**src/rtl/demux_16ch_tdm.sv**
```systemverilog
// -----------------------------------------------------------------------------
// demux_16ch_tdm
//
// Serial time-division demultiplexer. A frame is 16 single-bit slots arriving
// LSB (slot 0) first on din, qualified by din_valid. A sync strobe (only
// meaningful with din_valid) marks the current bit as slot 0 and aligns the
// receiver. Bits accumulate in a shadow register; when the final slot is
// accepted the completed frame is copied to out and out_valid pulses for one
// cycle. A partial frame never disturbs out.
//
// Optional feature (macro DEMUX_PARITY_CHECK_EN):
//   Adds a 17th slot (index 16) carrying even parity over slots 0-15. The
//   frame is published only if the parity holds; otherwise par_err pulses
//   and out keeps its previous value. Without the macro the frame is 16
//   slots, slot[4] is constant 0 and par_err is constant 0.
//
// Ports:
//   clk        in   1   rising-edge clock
//   rst_n      in   1   synchronous active-low reset
//   din        in   1   serial data bit
//   din_valid  in   1   din carries a slot bit this cycle
//   sync       in   1   with din_valid: current bit is slot 0
//   out        out  16  last complete frame, bit i = slot i
//   out_valid  out  1   one-cycle pulse, out just updated
//   slot       out  5   slot index expected for the next valid bit
//   sync_err   out  1   one-cycle pulse, sync arrived mid-frame
//   par_err    out  1   one-cycle pulse, frame parity failure
// -----------------------------------------------------------------------------
module demux_16ch_tdm (
   input  logic        clk,
   input  logic        rst_n,
   input  logic        din,
   input  logic        din_valid,
   input  logic        sync,
   output logic [15:0] out,
   output logic        out_valid,
   output logic [4:0]  slot,
   output logic        sync_err,
   output logic        par_err
);

`ifdef DEMUX_PARITY_CHECK_EN
   localparam int CW        = 5;
   localparam int FRAME_LEN = 17;
`else
   localparam int CW        = 4;
   localparam int FRAME_LEN = 16;
`endif

   localparam logic [CW-1:0] LAST_SLOT = CW'(FRAME_LEN - 1);

   typedef enum logic {
      IDLE = 1'b0,
      RUN  = 1'b1
   } state_t;

   state_t         state_q,     state_d;
   logic [CW-1:0]  slot_q,      slot_d;
   logic [15:0]    shadow_q,    shadow_d;
   logic [15:0]    out_q,       out_d;
   logic           out_valid_q, out_valid_d;
   logic           sync_err_q,  sync_err_d;
`ifdef DEMUX_PARITY_CHECK_EN
   logic           par_err_q,   par_err_d;
`endif

   // --------------------------------------------------------------------------
   // State register
   // --------------------------------------------------------------------------
   always_ff @(posedge clk) begin
      if (!rst_n) begin
         state_q     <= IDLE;
         slot_q      <= '0;
         shadow_q    <= '0;
         out_q       <= '0;
         out_valid_q <= 1'b0;
         sync_err_q  <= 1'b0;
`ifdef DEMUX_PARITY_CHECK_EN
         par_err_q   <= 1'b0;
`endif
      end else begin
         state_q     <= state_d;
         slot_q      <= slot_d;
         shadow_q    <= shadow_d;
         out_q       <= out_d;
         out_valid_q <= out_valid_d;
         sync_err_q  <= sync_err_d;
`ifdef DEMUX_PARITY_CHECK_EN
         par_err_q   <= par_err_d;
`endif
      end
   end

   // --------------------------------------------------------------------------
   // Next-state / output logic
   // --------------------------------------------------------------------------
   always_comb begin
      state_d     = state_q;
      slot_d      = slot_q;
      shadow_d    = shadow_q;
      out_d       = out_q;
      out_valid_d = 1'b0;
      sync_err_d  = 1'b0;
`ifdef DEMUX_PARITY_CHECK_EN
      par_err_d   = 1'b0;
`endif

      if (din_valid) begin
         if (sync) begin
            // Sync always realigns. Arriving anywhere but a frame boundary
            // means the partial frame is abandoned; the shadow is cleared so
            // no stale bits from it can leak into the next frame.
            sync_err_d  = (state_q == RUN) && (slot_q != '0);
            shadow_d    = '0;
            shadow_d[0] = din;
            slot_d      = CW'(1);
            state_d     = RUN;
         end else if (state_q == RUN) begin
`ifdef DEMUX_PARITY_CHECK_EN
            if (slot_q == LAST_SLOT) begin
               // Parity slot: even parity over data plus parity bit.
               if ((^shadow_q ^ din) == 1'b0) begin
                  out_d       = shadow_q;
                  out_valid_d = 1'b1;
               end else begin
                  par_err_d   = 1'b1;
               end
               slot_d = '0;
            end else begin
               shadow_d[slot_q[3:0]] = din;
               slot_d                = slot_q + CW'(1);
            end
`else
            shadow_d[slot_q[3:0]] = din;
            if (slot_q == LAST_SLOT) begin
               // shadow_d already contains the slot-15 bit.
               out_d       = shadow_d;
               out_valid_d = 1'b1;
               slot_d      = '0;
            end else begin
               slot_d      = slot_q + CW'(1);
            end
`endif
         end
         // IDLE without sync: bit is discarded, nothing changes.
      end
   end

   // --------------------------------------------------------------------------
   // Outputs
   // --------------------------------------------------------------------------
   assign out       = out_q;
   assign out_valid = out_valid_q;
   assign sync_err  = sync_err_q;

`ifdef DEMUX_PARITY_CHECK_EN
   assign slot      = slot_q;
   assign par_err   = par_err_q;
`else
   assign slot      = {1'b0, slot_q};
   assign par_err   = 1'b0;
`endif

endmodule

```
**config.mk**
```make
export PLATFORM = sky130hd
export DESIGN_NAME = demux_16ch_tdm
export DESIGN_NICKNAME = d
export VERILOG_FILES = /design/src/rtl/demux_16ch_tdm.sv
export SDC_FILE = /design/constraint.sdc
export NUM_CORES = 1
export LEC_CHECK = 0
export BUFFER_PORTS_ARGS = -buffer_cell sky130_fd_sc_hd__buf_2
export CAP_MARGIN = 20
export CORE_AREA = 2 2 72 74
export DETAILED_ROUTE_END_ITERATION = 10
export DIE_AREA = 0 0 74 76
export SETUP_SLACK_MARGIN = 0.4
export SKIP_LAST_GASP = 1
export SLEW_MARGIN = 20
export SYNTH_ARGS = -nofsm -noshare
export SYNTH_HDL_FRONTEND = slang
export SYNTH_SLANG_ARGS = --single-unit
```
**constraint.sdc**
```tcl
create_clock -name clk -period 1.4 [get_ports clk]
set_input_delay 0.14 -clock clk [delete_from_list [all_inputs] [get_ports clk]]
set_output_delay 0.14 -clock clk [all_outputs]
set_load 0.02 [all_outputs]
```
==> run_results.csv, run 1 <==
group,metric,value,unit
power_and_ir_drop,pwr-share-seq,46.2,%
logic_synthesis,synth_top_area_share,39.1,%
place,hpwl,3350,um
place,io_buffers,26,
grt,grt.busiest_layer,"met2",
place,place_congestion,0.817,
sta,max_clock_freq,0.750,GHz
logic_synthesis,synth.cell_area,1950,sq um
logic_synthesis,async_reset_ff_share,0,%
power_and_ir_drop,switching_share,23.6,%
critical_path,crit_path_cell_trace,"ha_4 > and4b_2 > buf_6 > nand3_2 > a21oi_2",
grt,grt_max_degree,17,
logic_synthesis,syn_inst,215,
cells_and_area,fin_nets,273,
logic_synthesis,synthDistinctLibCells,38,
power_and_ir_drop,power.density,851,nW/um^2
cells_and_area,layout-drive-gt1-share,47.0,%
critical_path,crit_arrival,1570,ps
drt,post_drt_wl_per_cell,16.7,um
grt,grt_pass1_wl,9030,um
clock_tree,cts_tree,"built",
critical_path,cp_top_family,"flip-flops",
power_and_ir_drop,p_comb_share,8.6,%
power_and_ir_drop,power.leakage,1.06,nW
floorplanning,placementRows,26,
critical_path,slowest_stage,"dfxtp_4",
cells_and_area,finish.utilization,56.6,%
cells_and_area,layout_commonest_cell,"dfxtp_1",
logic_synthesis,synth.area.top_cells,"dfxtp_1 (39%), a32o_1 (6.2%), o21ai_0 (5.7%)",
critical_path,slowest_delay,410,ps
critical_path,critPathKind,"reg2reg",
drt,postRouteAntennaNets,0,
logic_synthesis,synth_seq_cells,38,
drt,drc_errors,0,
power_and_ir_drop,intPower,1.81,mW
logic_synthesis,synth_area_per_cell,9.06,sq um
clock_tree,clock_path_buffers,2,
clock_tree,clk_pin_slew,90,ps
floorplanning,start_util,39.6,%
run_status,outcome,"finished clean",
floorplanning,die_x,74,um
sta,tns,0,ps
power_and_ir_drop,ir_worst_vdd,0.395,mV
cells_and_area,diodes,0,
power_and_ir_drop,switchingPower,558,uW
worst_hold_path,hp-class,"in2reg",
grt,use_met2,32.8,%
place,dp_slack,38.9,ps
logic_synthesis,ys_seq_area_share,39.1,%
grt,grt_pass1_vias,1729,
sta,finalHoldViolCount,0,
clock_tree,postCtsHoldBufs,0,
grt,antenna_found_initial,0,
power_and_ir_drop,clock_power_share,45.2,%
sta,setup_viol,0,
grt,grt_overflow,0,
clock_tree,insertion_delay,300,ps
sta,period_share,95.2,%
floorplanning,die_y,76,um
critical_path,end_kind,"flip-flop",
drt,via_per_inst,5.67,
critical_path,crit_required,1630,ps
clock_tree,cts.sink_count,38,
critical_path,crit_path_start_kind,"flip-flop",
drt,firstDrtPassIters,4,
cells_and_area,area_growth,42.9,%
floorplanning,fp.dieArea,5620,sq um
sta,drv_slew,0,
grt,use_met3,4.10,%
run,maxCapViolations,0,
drt,first_iter_violations,110,
sta,final.min_clock_period,1330,ps
cells_and_area,final_cell_mix,"dfxtp_1 (33), buf_4 (25), buf_2 (22)",
drt,wl,5590,um
critical_path,worstPathBufferInverterCount,1,
clock_tree,cts_buffers,5,
clock_tree,h-tree-depth,2,
floorplanning,core-area,4910,sq um
logic_synthesis,synth-edff-count,0,
grt,grtUsageTotal,20.5,%
sta,rsz0062_at_grt,"yes",
logic_synthesis,synth_warnings,0,
logic_synthesis,yosys.area.top_type,"dfxtp_1",
clock_tree,cts_root_buf,"clkbuf_8",
drt,vias,1894,
sta,final.setup_skew,12.1,ps
floorplanning,io_pins,29,
sta,timing.final.ws_setup,66.8,ps
logic_synthesis,ys.flop_type,"dfxtp_1",
grt,met1_usage,28.3,%
critical_path,path_max_fanout,6,
[Yosys cell counts (all sizes together) (2+ instances only)]
library cell	n
buf	17
o211a	3
a31oi	2
and4bb	4
o21ai	26
and4b	9
nor3	2
a21oi	17
a32o	12
inv	6
nand2	8
nor2b	4
nand4b	3
dfxtp	38
nor2	5
or2	3
a22oi	2
nand3	19
and2	5
a311oi	2
clkbuf	8
ha	5
o2111ai	3
nand4	5
[registers in the layout, summed over array words and instances (netlist names)]
name       flops
out           16
out_valid      1
shadow_q      15
slot_q         4
state_q        1
sync_err       1
[cell type report]
class                   instances  area, sq um
fillers                       449         2130
multi-input cells             147         1210
flip-flops and latches         38          779
repair buffers                 65          543
clock buffers                   6         93.8
well taps                      70         87.6
clock inverters                 2         38.8
inverters                       6         27.5
[tightest hold or removal path: cells and delay by family]
kind,cells,cell delay [ps]
buffers and inverters,1,140
and+or+nand+nor,1,60
muxes,1,50
[metal layers]
metal | part of all wire [%] | vias to the layer above
met5 | 0 | -
met4 | 2.2 | 0
met3 | 5.0 | 13
met2 | 48 | 59
met1 | 45 | 911
li1 | - | 911
[per-stage QoR]
| stage | instance area, sq um | instances | hold slack, ps | power [mW] |
|---|---|---|---|---|
| 3_5_place_dp | 2250 | 308 | 458 | 1.29 |
| 3_3_place_gp | 2250 | 308 | 459 | 1.29 |
| 5_1_grt | 2780 | 334 | 177 | 2.45 |
| 4_1_cts | 2630 | 328 | 145 | 2.36 |
| 2_1_floorplan | 2070 | 216 | 279 | 1.23 |
| 6_report | 2780 | 334 | 147 | 2.37 |
[logic make-up (layout without fill, tap and decap cells)]
group                      count (synthesis)  after routing  synth area share, %
AOI/OAI and AO/OA                         70             70                 24.1
and+or+nand+nor                           69             69                 23.3
DFF                                       38             38                 39.1
buffers and inverters                     31             79                 9.64
adders and majority gates                  5              5                 3.21
other                                      1              2                0.193
muxes                                      1              1                0.514
[worst paths after layout]
check / from / end / slack [ps] / depth (start not counted)
min reg2reg: shadow_q[1] / out[1] / 480 / 2
max reg2reg: slot_q[1] / out[9] / 70 / 5
min: din / shadow_q[0] / 150 / 3
max: slot_q[1] / out[9] / 70 / 5
[repair_timing]
item / in CTS / in global routing
resized for setup: 42 / 26
endpoints found under the setup margin: 40 / 41
gates cloned: 2 / 0
pin swaps: 33 / 25
buffers inserted: 10 / 6
endpoints found under the hold margin: 0 / 0
[power by group through the flow]
stage | Sequential, mW | Combinational, mW | Clock [mW]
5_1_grt | 1.09 | 0.225 | 1.13
4_1_cts | 1.09 | 0.187 | 1.08
2_1_floorplan | 1.12 | 0.106 | 0
6_report | 1.09 | 0.204 | 1.07
3_5_place_dp | 1.12 | 0.173 | 0
3_3_place_gp | 1.12 | 0.175 | 0
No activity file was read; power rests on OpenSTA's default activity.
==> run 2: changes to the inputs <==
Settings changed: BUFFER_PORTS_ARGS -buffer_cell sky130_fd_sc_hd__buf_2 to default, CORE_AREA 2 2 72 74 to 3 3 73 75, DIE_AREA 0 0 74 76 to 0 0 76 78, DONT_BUFFER_PORTS from default to 1, REMOVE_ABC_BUFFERS from default to 1.
==> run_results.csv, run 2 (synthesis gave the netlist of run 1 again) <==
group,metric,value,unit
run_status,outcome,"finished clean",
floorplanning,core-area,4720,sq um
grt,grt_pass1_vias,1633,
critical_path,slowest_stage,"dfxtp_4",
critical_path,reg2reg_to,"out[12]",
floorplanning,io_pins,29,
clock_tree,cts_root_buf,"clkbuf_8",
critical_path,reg2reg_from,"slot_q[0]",
grt,grt_pass1_wl,8300,um
sta,finalHoldViolCount,0,
grt,grtUsageTotal,17.3,%
grt,antenna_found_initial,0,
cells_and_area,final_cell_mix,"dfxtp_1 (33), buf_4 (22), a21oi_1 (14)",
drt,wl,5290,um
worst_hold_path,hp-class,"in2reg",
sta,drv_slew,0,
critical_path,crit_path_start_kind,"flip-flop",
critical_path,crit_path_cell_trace,"ha_4 > and4b_2 > o2111ai_2 > o211a_1",
clock_tree,insertion_delay,290,ps
floorplanning,die_y,78,um
floorplanning,placementRows,25,
sta,setup_viol,0,
grt,grt_overflow,0,
place,hpwl,3270,um
clock_tree,cts_tree,"built",
drt,postRouteAntennaNets,0,
critical_path,crit_arrival,1500,ps
cells_and_area,fin_cells,309,
drt,vias,1779,
critical_path,crit_required,1580,ps
clock_tree,clock_path_buffers,2,
worst_hold_path,hp-start,"din_valid",
power_and_ir_drop,power.leakage,0.930,nW
cells_and_area,diodes,0,
drt,via_per_inst,5.76,
clock_tree,cts.sink_count,38,
sta,rsz0062_at_grt,"yes",
drt,first_iter_violations,104,
critical_path,ff2ff_path_depth,4,
cells_and_area,layout_commonest_cell,"dfxtp_1",
clock_tree,h-tree-depth,2,
power_and_ir_drop,ir_worst_vdd,0.453,mV
drt,drc_errors,0,
place,place_congestion,0.803,
power_and_ir_drop,power,2.05,mW
run,maxCapViolations,0,
worst_hold_path,hold_path_depth,2,
critical_path,rrSetupSlack,90,ps
sta,period_share,93.9,%
sta,final.setup_skew,9.33,ps
floorplanning,start_util,41.2,%
worst_hold_path,worstHoldEndpoint,"shadow_q[0]",
sta,tns,0,ps
critical_path,slowest_delay,390,ps
floorplanning,fp.dieArea,5930,sq um
place,io_buffers,0,
sta,max_clock_freq,0.760,GHz
drt,firstDrtPassIters,4,
cells_and_area,largest_register_ffs,16,
critical_path,critPathKind,"reg2reg",
clock_tree,cts_buffers,5,
cells_and_area,fin_nets,251,
grt,grt_max_degree,24,
clock_tree,clk_pin_slew,80,ps
critical_path,end_kind,"flip-flop",
cells_and_area,layout-drive-gt1-share,36.8,%
critical_path,path_max_fanout,6,
drt,post_drt_wl_per_cell,17.1,um
sta,final.min_clock_period,1310,ps
cells_and_area,area_growth,33.4,%
place,post-place-cells,285,
power_and_ir_drop,power.density,788,nW/um^2
floorplanning,die_x,76,um
## run 2: cell types whose count changed in the layout (fill, tap and decap cells not counted), moves of 4 or more
| cell | before | now |
|---|---|---|
| a21oi_2 | 10 | 3 |
| o21ai_0 | 5 | 13 |
| buf_2 | 22 | 0 |
| a21oi_1 | 7 | 14 |
| nand3_2 | 13 | 9 |
| dlygate4sd3_1 | 0 | 5 |
| o21ai_1 | 20 | 10 |
## run 2: what timing repair did
| action | CTS | global route |
|---|---|---|
| endpoints found under the setup margin | 40 | 41 |
| hold buffers | 4 | 1 |
| resized for setup | 64 | 12 |
| endpoints found under the hold margin | 7 | 1 |
| gates cloned | 0 | 1 |
| pin swaps | 45 | 19 |
| buffers inserted | 6 | 4 |
## run 2: worst max-delay path, delay by kind of cell, from the launching register on
kind | cells | cell delay, ps
AO/OA/AOI/OAI | 2 | 330
flip-flops | 1 | 390
AND/OR/NAND/NOR | 1 | 330
adder cells (fa/ha/maj) | 1 | 150
## run 2: layout make-up
cell class | count | area [sq um]
Inverter | 6 | 25.0
Clock buffer | 7 | 86.3
Timing Repair Buffer | 43 | 435
Tap cell | 67 | 83.8
Fill cell | 431 | 2130
Sequential cell | 38 | 779
Multi-Input combinational cell | 147 | 1180
Clock inverter | 1 | 5.00
## run 2: metal layers
metal,global-route usage (%),vias up,routed length [um]
met2,27.5,36,2630
met4,6.52,0,129
li1,-,859,-
met1,22.3,873,2350
met3,4.99,11,177
met5,0,-,0
## run 2: worst max-delay path by stage
| stage | startpoint | to | slack, ps | depth (start not counted) |
|---|---|---|---|---|
| 2_1_floorplan | slot_q[2] | out[12] | -290 | 3 |
| 3_5_place_dp | slot_q[1] | out[0] | -10 | 5 |
| 6_report | slot_q[0] | out[12] | 90 | 4 |
| 3_3_place_gp | slot_q[0] | shadow_q[1] | -10 | 5 |
| 5_1_grt | slot_q[0] | out[0] | 40 | 5 |
| 4_1_cts | slot_q[1] | shadow_q[8] | 110 | 5 |
## run 2: stage by stage
stage          instance area, sq um  utilization [%]  hold slack [ps]  worst slack, ps
6_report                       2600             55.0             9.72             85.0
5_1_grt                        2600             55.0             3.25             43.5
3_3_place_gp                   2100             44.4              280            -10.6
2_1_floorplan                  1790                -              273             -288
3_5_place_dp                   2100             44.4              281            -10.2
4_1_cts                        2480             52.5             6.39              112
## run 2: where the power goes
| group | internal (mW) | switching (mW) |
|---|---|---|
| Sequential | 1.08 | 0.0117 |
| Combinational | 0.0858 | 0.0911 |
| Clock | 0.397 | 0.379 |
